<file path="src/rtl/kbd_ps2_matrix.sv">
// PS/2 set-2 keyboard receiver mapped onto the 8x5 ZX Spectrum key matrix.
// Optional macro KBD_PS2_PARITY_CHECK_EN enables odd-parity checking of each frame.
module kbd_ps2_matrix (
  input  logic       clk28,
  input  logic       rst_n,
  input  logic       ps2_clk,
  input  logic       ps2_dat,
  input  logic [7:0] a_hi,
  output logic [4:0] kd,
  output logic       key_reset,
  output logic       frame_err
);

  typedef enum logic [1:0] {IDLE, DATA, PARITY, STOP} rx_state_t;

  rx_state_t   state, state_nxt;
  logic [1:0]  clk_sync, dat_sync;
  logic        clk_prev;
  logic        fall, dat_s;
  logic [2:0]  bit_cnt;
  logic [7:0]  shreg;
  logic [15:0] tcnt;
  logic        byte_ok, rx_err, par_ok;

  logic        ext, brk, ctrl, alt;
  logic [2:0]  skip_cnt;
  logic [39:0] matrix;
  logic [39:0] key_mask;
  logic        is_ctrl, is_alt, is_del;
  logic [4:0]  row_or;

  assign fall  = clk_prev & ~clk_sync[1];
  assign dat_s = dat_sync[1];

  always_ff @(posedge clk28 or negedge rst_n) begin
    if (!rst_n) begin
      clk_sync <= '1;
      dat_sync <= '1;
      clk_prev <= 1'b1;
    end else begin
      clk_sync <= {clk_sync[0], ps2_clk};
      dat_sync <= {dat_sync[0], ps2_dat};
      clk_prev <= clk_sync[1];
    end
  end

`ifdef KBD_PS2_PARITY_CHECK_EN
  logic par_bit;
  assign par_ok = ^{shreg, par_bit};
`else
  assign par_ok = 1'b1;
`endif

  always_comb begin
    state_nxt = state;
    byte_ok   = 1'b0;
    rx_err    = 1'b0;
    if (fall) begin
      case (state)
        IDLE:    if (!dat_s) state_nxt = DATA;
        DATA:    if (bit_cnt == 3'd7) state_nxt = PARITY;
        PARITY:  state_nxt = STOP;
        STOP: begin
          state_nxt = IDLE;
          if (dat_s && par_ok) byte_ok = 1'b1;
          else                 rx_err  = 1'b1;
        end
        default: state_nxt = IDLE;
      endcase
    end else if (state != IDLE && tcnt == 16'hFFFF) begin
      state_nxt = IDLE;
      rx_err    = 1'b1;
    end
  end

  always_ff @(posedge clk28 or negedge rst_n) begin
    if (!rst_n) begin
      state     <= IDLE;
      bit_cnt   <= '0;
      shreg     <= '0;
      tcnt      <= '0;
      frame_err <= 1'b0;
`ifdef KBD_PS2_PARITY_CHECK_EN
      par_bit   <= 1'b0;
`endif
    end else begin
      state     <= state_nxt;
      frame_err <= rx_err;
      if (fall) begin
        tcnt <= '0;
        case (state)
          IDLE: bit_cnt <= '0;
          DATA: begin
            shreg   <= {dat_s, shreg[7:1]};
            bit_cnt <= bit_cnt + 3'd1;
          end
`ifdef KBD_PS2_PARITY_CHECK_EN
          PARITY: par_bit <= dat_s;
`endif
          default: ;
        endcase
      end else if (tcnt != 16'hFFFF) begin
        tcnt <= tcnt + 16'd1;
      end
    end
  end

  // Matrix bit index = row*5 + column; compound keys set two bits.
  always_comb begin
    key_mask = '0;
    is_ctrl  = (shreg == 8'h14);
    is_alt   = (shreg == 8'h11);
    is_del   = (shreg == 8'h71);
    case ({ext, shreg})
      9'h012: key_mask[0]  = 1'b1;
      9'h01A: key_mask[1]  = 1'b1;
      9'h022: key_mask[2]  = 1'b1;
      9'h021: key_mask[3]  = 1'b1;
      9'h02A: key_mask[4]  = 1'b1;
      9'h01C: key_mask[5]  = 1'b1;
      9'h01B: key_mask[6]  = 1'b1;
      9'h023: key_mask[7]  = 1'b1;
      9'h02B: key_mask[8]  = 1'b1;
      9'h034: key_mask[9]  = 1'b1;
      9'h015: key_mask[10] = 1'b1;
      9'h01D: key_mask[11] = 1'b1;
      9'h024: key_mask[12] = 1'b1;
      9'h02D: key_mask[13] = 1'b1;
      9'h02C: key_mask[14] = 1'b1;
      9'h016: key_mask[15] = 1'b1;
      9'h01E: key_mask[16] = 1'b1;
      9'h026: key_mask[17] = 1'b1;
      9'h025: key_mask[18] = 1'b1;
      9'h02E: key_mask[19] = 1'b1;
      9'h045: key_mask[20] = 1'b1;
      9'h046: key_mask[21] = 1'b1;
      9'h03E: key_mask[22] = 1'b1;
      9'h03D: key_mask[23] = 1'b1;
      9'h036: key_mask[24] = 1'b1;
      9'h04D: key_mask[25] = 1'b1;
      9'h044: key_mask[26] = 1'b1;
      9'h043: key_mask[27] = 1'b1;
      9'h03C: key_mask[28] = 1'b1;
      9'h035: key_mask[29] = 1'b1;
      9'h05A: key_mask[30] = 1'b1;
      9'h04B: key_mask[31] = 1'b1;
      9'h042: key_mask[32] = 1'b1;
      9'h03B: key_mask[33] = 1'b1;
      9'h033: key_mask[34] = 1'b1;
      9'h029: key_mask[35] = 1'b1;
      9'h059: key_mask[36] = 1'b1;
      9'h03A: key_mask[37] = 1'b1;
      9'h031: key_mask[38] = 1'b1;
      9'h032: key_mask[39] = 1'b1;
      9'h066: begin key_mask[0] = 1'b1; key_mask[20] = 1'b1; end
      9'h16B: begin key_mask[0] = 1'b1; key_mask[19] = 1'b1; end
      9'h172: begin key_mask[0] = 1'b1; key_mask[24] = 1'b1; end
      9'h175: begin key_mask[0] = 1'b1; key_mask[23] = 1'b1; end
      9'h174: begin key_mask[0] = 1'b1; key_mask[22] = 1'b1; end
      default: ;
    endcase
  end

  // A compound release clears CS outright, even while Left Shift is held.
  always_ff @(posedge clk28 or negedge rst_n) begin
    if (!rst_n) begin
      ext       <= 1'b0;
      brk       <= 1'b0;
      ctrl      <= 1'b0;
      alt       <= 1'b0;
      skip_cnt  <= '0;
      matrix    <= '0;
      key_reset <= 1'b0;
    end else begin
      key_reset <= 1'b0;
      if (byte_ok) begin
        if (skip_cnt != 3'd0) begin
          skip_cnt <= skip_cnt - 3'd1;
        end else if (shreg == 8'hE1) begin
          skip_cnt <= 3'd7;
        end else if (shreg == 8'hE0) begin
          ext <= 1'b1;
        end else if (shreg == 8'hF0) begin
          brk <= 1'b1;
        end else begin
          ext <= 1'b0;
          brk <= 1'b0;
          if (is_ctrl) ctrl <= ~brk;
          if (is_alt)  alt  <= ~brk;
          if (is_del && !brk && ctrl && alt) key_reset <= 1'b1;
          matrix <= brk ? (matrix & ~key_mask) : (matrix | key_mask);
        end
      end
    end
  end

  always_comb begin
    row_or = '0;
    for (int unsigned r = 0; r < 8; r++)
      if (!a_hi[r]) row_or = row_or | matrix[r*5 +: 5];
  end

  always_ff @(posedge clk28 or negedge rst_n) begin
    if (!rst_n) kd <= '1;
    else        kd <= ~row_or;
  end

endmodule

</file>
<file path="config.mk">
export PLATFORM = sky130hd
export DESIGN_NAME = kbd_ps2_matrix
export DESIGN_NICKNAME = d
export VERILOG_FILES = /design/src/rtl/kbd_ps2_matrix.sv
export SDC_FILE = /design/constraint.sdc
export NUM_CORES = 1
export LEC_CHECK = 0
export BUFFER_PORTS_ARGS = -buffer_cell sky130_fd_sc_hd__buf_2
export CAP_MARGIN = 30
export CELL_PAD_IN_SITES_DETAIL_PLACEMENT = 1
export CELL_PAD_IN_SITES_GLOBAL_PLACEMENT = 1
export CORE_UTILIZATION = 35
export DETAILED_ROUTE_END_ITERATION = 10
export PLACE_DENSITY_LB_ADDON = 0.1
export SYNTH_ARGS = -nofsm -noshare
export SYNTH_HDL_FRONTEND = slang
export SYNTH_SLANG_ARGS = --single-unit
export TNS_END_PERCENT = 5
</file>
<file path="constraint.sdc">
create_clock -name clk28 -period 3.9 [get_ports clk28]
set_input_delay 0.39 -clock clk28 [delete_from_list [all_inputs] [get_ports clk28]]
set_output_delay 0.39 -clock clk28 [all_outputs]
set_load 0.1 [all_outputs]
</file>
==> results by group, run 1 <==
Clocking
  – Clk_lat worst skew: between 300 and 400 ps
  – Total of cells resized after clock tree synthesis: 0
  – TritonCTS clock tree: yes
  – Post-CTS Setup Repair Bufs: 0
  – H-tree depth: 3
  – Bufs on Longest Clock Path: 2
  – CTS sink cnt: 88
  – Number of hold buffers added after cts: 0
  – CTS buffer count: 9
  – Clock input transition at the sequential cells of the worst setup and hold paths: about 60 ps
  – Clk root buf: sky130_fd_sc_hd__clkbuf_16

Synthesis
  – Dominant cell type by area after synthesis: sky130_fd_sc_hd__dfrtp_1
  – Portion of the post-synthesis area used by sequential elements: 49.64%
  – Ranking of synthesized cells by area: sky130_fd_sc_hd__dfrtp_1 (44%), sky130_fd_sc_hd__dfstp_2 (5.9%), sky130_fd_sc_hd__inv_1 (4.1%)
  – Cell with the most instances after synthesis: sky130_fd_sc_hd__dfrtp_1
  – Top FF cell, synth: sky130_fd_sc_hd__dfrtp_1
  – Commonest cells post-synth: sky130_fd_sc_hd__dfrtp_1 (78), sky130_fd_sc_hd__inv_1 (49), sky130_fd_sc_hd__nand2_1 (46)
  – Post-synthesis net count: between 400 and 500
  – Post-Syn Area: 4462 µm²
  – Yosys warning count: 0
  – Per-instance average area after synthesis: 9.595 µm²
  – Cells after Synth: between 400 and 500
  – Fraction of synthesized cell area taken by the top area cell type: 43.75%
  – Post-synthesis sequential element count: just under 90
  – Proportion of synthesized flip-flops having asynchronous set or reset: 100.0%
  – Number of distinct library cells after synthesis: 55
  – Number of synthesized flops with an enable pin: 0

Worst setup path
  – First element of the critical path: shreg[2]$_DFFE_PN0P_
  – Startpoint Class: flop
  – Worst reg-to-reg path cell count: 5
  – Worst R2R Start: shreg[2]$_DFFE_PN0P_
  – Required arrival time at the worst endpoint: 4110 ps
  – Largest stage delay, worst path: about 680 ps
  – Largest fanout on the critical path: 16
  – Library cell contributing the largest single delay on the critical path: sky130_fd_sc_hd__dfrtp_1
  – Critical path, cell by cell: and4bb_2 -> a311oi_4 -> and2b_1 -> nand2_1 -> mux2i_1
  – Arrival time reported for the critical path endpoint: 2550 ps
  – Critical path class: flop to flop
  – Reg2reg setup slack: roughly 1600 ps
  – Kind of end point of the critical path: flop

Final layout
  – Final std cells w/o fill: 649
  – Layout area overhead: 12.11%
  – Layout cell share with drive strength beyond 1: 14.76%
  – Total Nets Final: 497
  – Ant diodes: 0

STA
  – Ratio of final minimum period to clock period: 59.80%
  – Number of failing hold endpoints at the final stage: 0
  – Final setup skew: ~6.8 ps
  – Normalized max-slew margin: 47.93%
  – Slew at the pin closest to its max-slew limit: 781.0 ps
  – Final-report max-slew violation count: 0
  – Setup repair after global routing missed its margin: no
  – Time the final worst path needs with I/O delays and setup: 2332 ps
  – Final setup viols: 0
  – Worst setup margin: ~1600 ps
  – Final sum of negative setup slack: 0 ps
  – Upper clock frequency limit: 0.4288 GHz

Job
  – Max-capacitance violation count: 0

Place
  – Routability-driven placement congestion ratio: around 0.80
  – Placed cell count: 633
  – Total of buffers placed on input and output ports: 18
  – Detailed placement HPWL: 7853 µm
  – Worst slack after detailed placement: 1544 ps

Status
  – Result of the run: completed

Detailed routing
  – Initial drt markers: 149
  – Routed wire per std cell: 17.52 µm
  – Total via count after detailed routing: 3449
  – Wire length after detailed routing: 11370 µm
  – Residual DRC count: 0
  – Length of the first detailed-routing pass in iterations: 4
  – Antenna Violating Nets Remaining: 0
  – Via/cell ratio: approximately 5.3

Global routing
  – Initial antenna violation count: 0
  – Pin count of the biggest net entering global routing: 60
  – Global routing usage summed across all routing layers: 19.34%
  – Overall overflow remaining after global route: 0
  – First-pass GRT wire length: 19320 µm
  – Via count of the first global-routing pass: 3682

Power and ir drop
  – Switching share of power: about a third
  – Part of the total power dissipated in the clock network: 35.2%
  – Reported net switching power: 0.8136 mW
  – Power Density: 504.8 nW/µm²
  – Leakage power: 2.076 nW
  – Sequential group share of total power: 47.4%
  – VDD IR-drop max: 189.5 µV
  – Comb pwr share: between 10% and 20%
  – Int Power: approximately 1.7 mW

Worst hold path
  – Tightest Hold Check Type: input port to async pin

Die
  – Number of placement rows: 40
  – Starting utilization of the core area: 36.54%
  – Total die area: roughly 13000 µm²
  – Chip width: around 110 µm
  – I/O Pins: 19
  – Die extent in y: 114.9 µm
  – Standard cell core area: 12210 µm²
metrics by stage:
stage | power [mW] | hold slack (ps) | util [%] | area (µm²)
global placement | 1.644 | 346.8 | 38.44 | 4695
floorplan | 1.503 | 94.41 | - | 4462
finish | 2.525 | 104.7 | 40.96 | 5002
global route | 2.686 | 126.8 | 40.96 | 5002
detailed placement | 1.661 | 347.2 | 38.50 | 4702
CTS | 2.566 | 123.8 | 40.96 | 5002
cell usage in the layout (no fill, tap or decap), types with 2 or more instances in the layout:
cell and n:
sky130_fd_sc_hd__buf_4 6, sky130_fd_sc_hd__dfstp_2 10, sky130_fd_sc_hd__o32ai_1 2, sky130_fd_sc_hd__and3_1 3, sky130_fd_sc_hd__xor2_1 3, sky130_fd_sc_hd__or3_1 7, sky130_fd_sc_hd__nor4_1 10, sky130_fd_sc_hd__ha_1 9
sky130_fd_sc_hd__clkbuf_8 2, sky130_fd_sc_hd__nor2_1 30, sky130_fd_sc_hd__o21ai_0 20, sky130_fd_sc_hd__nand4_1 4, sky130_fd_sc_hd__a21oi_1 25, sky130_fd_sc_hd__a211oi_1 3, sky130_fd_sc_hd__a31oi_1 20, sky130_fd_sc_hd__dfrtp_1 78
sky130_fd_sc_hd__clkbuf_16 9, sky130_fd_sc_hd__nor4_2 2, sky130_fd_sc_hd__buf_2 17, sky130_fd_sc_hd__nand3_1 12, sky130_fd_sc_hd__a32o_1 2, sky130_fd_sc_hd__nor3_1 10, sky130_fd_sc_hd__or2_2 3, sky130_fd_sc_hd__inv_1 49
sky130_fd_sc_hd__nand2b_1 8, sky130_fd_sc_hd__nor3b_1 2, sky130_fd_sc_hd__o21ai_1 2, sky130_fd_sc_hd__xnor2_1 6, sky130_fd_sc_hd__mux2i_1 17, sky130_fd_sc_hd__mux2_2 8, sky130_fd_sc_hd__clkbuf_1 2, sky130_fd_sc_hd__clkinv_2 2
sky130_fd_sc_hd__o22ai_1 21, sky130_fd_sc_hd__nand4b_1 4, sky130_fd_sc_hd__nor2b_1 3, sky130_fd_sc_hd__nand2_1 46, sky130_fd_sc_hd__nor3_2 4
power groups by stage:
stage	logic [mW]	registers [mW]	clock network, mW
floorplan	0.414	1.09	0
global placement	0.431	1.21	0
detailed placement	0.445	1.22	0
CTS	0.447	1.20	0.919
global route	0.504	1.23	0.957
finish	0.439	1.20	0.888
area by class of cell:
| class | count | area, µm² |
|---|---|---|
| Inverter | 49 | 183.9 |
| Tap cell | 168 | 210.2 |
| Timing Repair Buffer | 23 | 130.1 |
| Fill cell | 1410 | 7209 |
| Sequential cell | 88 | 2215 |
| Clock inverter | 3 | 40.04 |
| Multi-Input combinational cell | 305 | 1963 |
| Clock buffer | 13 | 260.3 |
kinds of logic (layout without fill, tap and decap cells):
kind of cell	count (synthesis)	after routing	share of synthesized area (%)
compound gates	105	105	14.72
xor+xnor	9	9	1.767
simple gates	157	157	19.01
fa+ha+maj	9	9	2.524
mux	25	25	5.833
flops	88	88	49.64
buf+inv	72	88	6.506
worst min-delay path by stage:
stage / end / slack, ps / cells after the start
2_1_floorplan: async pin / 90 / 0
4_1_cts: clk_sync[0]$_DFF_PN1_ / 120 / 1
3_5_place_dp: clk_sync[1]$_DFF_PN1_ / 350 / 0
6_report: async pin / 100 / 1
3_3_place_gp: clk_sync[1]$_DFF_PN1_ / 350 / 0
5_1_grt: clk_sync[0]$_DFF_PN1_ / 130 / 1
worst max-delay path, delay by kind of cell (launching register included):
family | cells | cell delay (ps)
AOI/OAI and AO/OA | 1 | 420
DFF | 1 | 680
muxes | 1 | 150
and+or+nand+nor | 3 | 950
routing by layer:
| metal | vias up | GRT usage (%) | part of all wire, % |
|---|---|---|---|
| met5 | - | 0 | 0 |
| met4 | 0 | 7.273 | 1.6 |
| met3 | 12 | 3.163 | 2.8 |
| met2 | 41 | 32.69 | 49 |
| met1 | 1736 | 24.91 | 46 |
| li1 | 1660 | - | - |
No activity file was read; power rests on OpenSTA's default activity.
==> run 2: changes to the inputs <==
- clock period: 3.9 -> 2.4 ns (I/O delays scaled with it)
==> results by group, run 2 (synthesized netlist as in run 1, its figures left out) <==
Worst hold path
  – Hold path depth: 3
  – Tightest Hold Check Type: input port to flop (was input port to async pin)

Die
  – Total die area: 13200 µm² (unchanged)
  – Standard cell core area: 12210 µm² (unchanged)
  – Die extent in y: 114.9 µm (unchanged)
  – Chip width: 114.9 µm (unchanged)
  – I/O Pins: 19 (unchanged)
  – Starting utilization of the core area: 36.54% (unchanged)
  – Number of placement rows: 40 (unchanged)

Global routing
  – Pin count of the biggest net entering global routing: 41 (was 60)
  – Overall overflow remaining after global route: 0 (unchanged)
  – Via count of the first global-routing pass: 3578 (was 3682)
  – Initial antenna violation count: 0 (unchanged)
  – Global routing usage summed across all routing layers: 19.47% (was 19.34%)
  – First-pass GRT wire length: 19350 µm (was 19320 µm)

Worst setup path
  – Startpoint Class: flop (unchanged)
  – Library cell contributing the largest single delay on the critical path: sky130_fd_sc_hd__or4b_4 (was sky130_fd_sc_hd__dfrtp_1)
  – Required arrival time at the worst endpoint: 2670 ps (was 4110 ps)
  – Worst reg-to-reg path cell count: 7 (was 5)
  – Stages on worst setup path: 7 (was 5)
  – Critical path, cell by cell: inv_1 -> ha_1 -> nor2b_1 -> nand4b_2 -> or4b_4 -> nor3_2 -> mux2i_1 (was and4bb_2 -> a311oi_4 -> and2b_1 -> nand2_1 -> mux2i_1)
  – Arrival time reported for the critical path endpoint: 2450 ps (was 2550 ps)
  – Critical path class: flop to flop (unchanged)
  – Kind of end point of the critical path: flop (unchanged)
  – Crit path max-delay family: simple AND/OR/NAND/NOR gates (unchanged)
  – Largest stage delay, worst path: 540 ps (was 680 ps)
  – Buffers & Inverters on Critical Path: 1 (was 0)
  – Largest fanout on the critical path: 4 (was 16)

STA
  – Final setup viols: 0 (unchanged)
  – Ratio of final minimum period to clock period: 90.77% (was 59.80%)
  – Final setup skew: 7.750 ps (was 6.803 ps)
  – Final-report max-slew violation count: 0 (unchanged)
  – Slew at the pin closest to its max-slew limit: 698.5 ps (was 781.0 ps)
  – Normalized max-slew margin: 53.07% (was 47.93%)
  – Setup repair after global routing missed its margin: no (unchanged)
  – Final sum of negative setup slack: 0 ps (unchanged)
  – Upper clock frequency limit: 0.4590 GHz (was 0.4288 GHz)
  – Number of failing hold endpoints at the final stage: 0 (unchanged)
  – Time the final worst path needs with I/O delays and setup: 2179 ps (was 2332 ps)

Detailed routing
  – Initial drt markers: 127 (was 149)
  – Top layer in use: met4 (unchanged)
  – Wire length after detailed routing: 11690 µm (was 11370 µm)
  – Total via count after detailed routing: 3488 (was 3449)
  – Residual DRC count: 0 (unchanged)
  – Routed wire per std cell: 17.64 µm (was 17.52 µm)
  – Met2 routed wirelength: 5726 µm (was 5590 µm)
  – Antenna Violating Nets Remaining: 0 (unchanged)
  – Length of the first detailed-routing pass in iterations: 4 (unchanged)
  – Via/cell ratio: 5.261 (was 5.314)
  – Metal3 WL: 325 µm (was 314 µm)
  – Metal-1 WL: 5450 µm (was 5277 µm)

Final layout
  – Layout cell share with drive strength beyond 1: 16.36% (was 14.76%)
  – Storage cell area: 2215 µm² (unchanged)
  – Area of the multi-input gates: 1963 µm² (unchanged)
  – Finished Cell Area: 5120 µm² (was 5002 µm²)
  – Most common library cell in the layout ignoring fill and taps: sky130_fd_sc_hd__dfrtp_1 (unchanged)
  – Total Nets Final: 511 (was 497)
  – Layout area overhead: 14.75% (was 12.11%)
  – Fill cells: 1412 (was 1410)
  – Ant diodes: 0 (unchanged)
  – Highest-count cells in the layout ignoring fill and taps: sky130_fd_sc_hd__dfrtp_1 (78), sky130_fd_sc_hd__inv_1 (49), sky130_fd_sc_hd__nand2_1 (46) (unchanged)

Power and ir drop
  – Leakage power: 2.141 nW (was 2.076 nW)
  – VDD IR-drop max: 383.8 µV (was 189.5 µV)
  – Power Density: 814.5 nW/µm² (was 504.8 nW/µm²)

Clocking
  – CTS buffer count: 9 (unchanged)
  – Post-CTS Setup Repair Bufs: 0 (unchanged)
  – Clk_lat worst skew: 350 ps (about the same)
  – Clk root buf: sky130_fd_sc_hd__clkbuf_16 (unchanged)
  – CTS sink cnt: 88 (unchanged)
  – Clock input transition at the sequential cells of the worst setup and hold paths: 70 ps (was 60 ps)
  – TritonCTS clock tree: yes (unchanged)
  – Bufs on Longest Clock Path: 2 (unchanged)
  – H-tree depth: 3 (unchanged)

Job
  – Max-capacitance violation count: 0 (unchanged)

Place
  – Routability-driven placement congestion ratio: 0.7808 (was 0.7955)
  – Total of buffers placed on input and output ports: 18 (unchanged)
  – Detailed placement HPWL: 8175 µm (was 7853 µm)
  – Area of placed instances: 4797 µm² (was 4702 µm²)

Status
  – Result of the run: completed (unchanged)
-- run 2: changes by cell type in the layout (fill, tap and decap cells not counted) --
| cell | change |
|---|---|
| sky130_fd_sc_hd__clkbuf_1 | +1 |
| sky130_fd_sc_hd__buf_4 | +10 |
| sky130_fd_sc_hd__dlygate4sd3_1 | +3 |
| sky130_fd_sc_hd__buf_12 | +1 |
| sky130_fd_sc_hd__clkbuf_8 | -1 |
| sky130_fd_sc_hd__clkinvlp_4 | +1 |
| sky130_fd_sc_hd__clkinv_2 | -1 |
-- run 2: worst reg2reg max path, cell delays in order (launching register included) --
cell                       delay [ps]
sky130_fd_sc_hd__dfrtp_1          370
sky130_fd_sc_hd__inv_1            110
sky130_fd_sc_hd__ha_1             210
sky130_fd_sc_hd__nor2b_1          300
sky130_fd_sc_hd__nand4b_2         210
sky130_fd_sc_hd__or4b_4           540
sky130_fd_sc_hd__nor3_2           160
sky130_fd_sc_hd__mux2i_1          200
-- run 2: cell type report --
cell class	instances	share of cell area, %
inverters	49	3.592
flip-flops and latches	88	43.26
multi-input cells	305	38.34
repair buffers	37	4.985
clock inverters	3	0.8309
clock buffers	13	4.888
well taps	168	4.106
-- run 2: what timing repair did --
action                                 CTS  global route
endpoints found under the hold margin   31             0
hold buffers                             3             0
gates resized for setup                  0             0
-- run 2: per-layer routing --
layer / up-vias / global-route usage (%)
met2: 45 / 31.97
li1: 1691 / -
met1: 1739 / 25.64
met4: 0 / 8.052
met3: 13 / 3.057
met5: - / 0
-- run 2: final timing paths --
path / slack [ps] / endpoint / from
setup / recovery: 220 / flop / skip_cnt[0]$_DFFE_PN0P_
hold / removal: 220 / kd[2]$_DFF_PN1_ / a_hi[7]
setup reg to reg: 220 / flop / skip_cnt[0]$_DFFE_PN0P_
hold reg to reg: 360 / clk_sync[1]$_DFF_PN1_ / clk_sync[0]$_DFF_PN1_
max in group asynchronous: 1330 / kd[1]$_DFF_PN1_ / rst_n
min in group asynchronous: 380 / async pin / rst_n
-- run 2: where the power goes --
| part | switching, mW | total [mW] | internal, mW |
|---|---|---|---|
| Sequential | 0.306 | 1.93 | 1.63 |
| Combinational | 0.465 | 0.809 | 0.344 |
| Clock | 0.594 | 1.43 | 0.835 |
-- run 2: per-stage QoR --
stage	hold slack, ps	util (%)	worst slack [ps]	power, mW	std cells
global placement	210.5	39.28	339.7	2.733	644
floorplan	-55.59	-	468.0	2.442	465
CTS	212.1	41.93	225.9	4.211	663
detailed placement	217.8	39.28	239.3	2.772	644
global route	240.3	41.93	64.62	4.378	663
finish	220.2	41.93	221.5	4.170	663
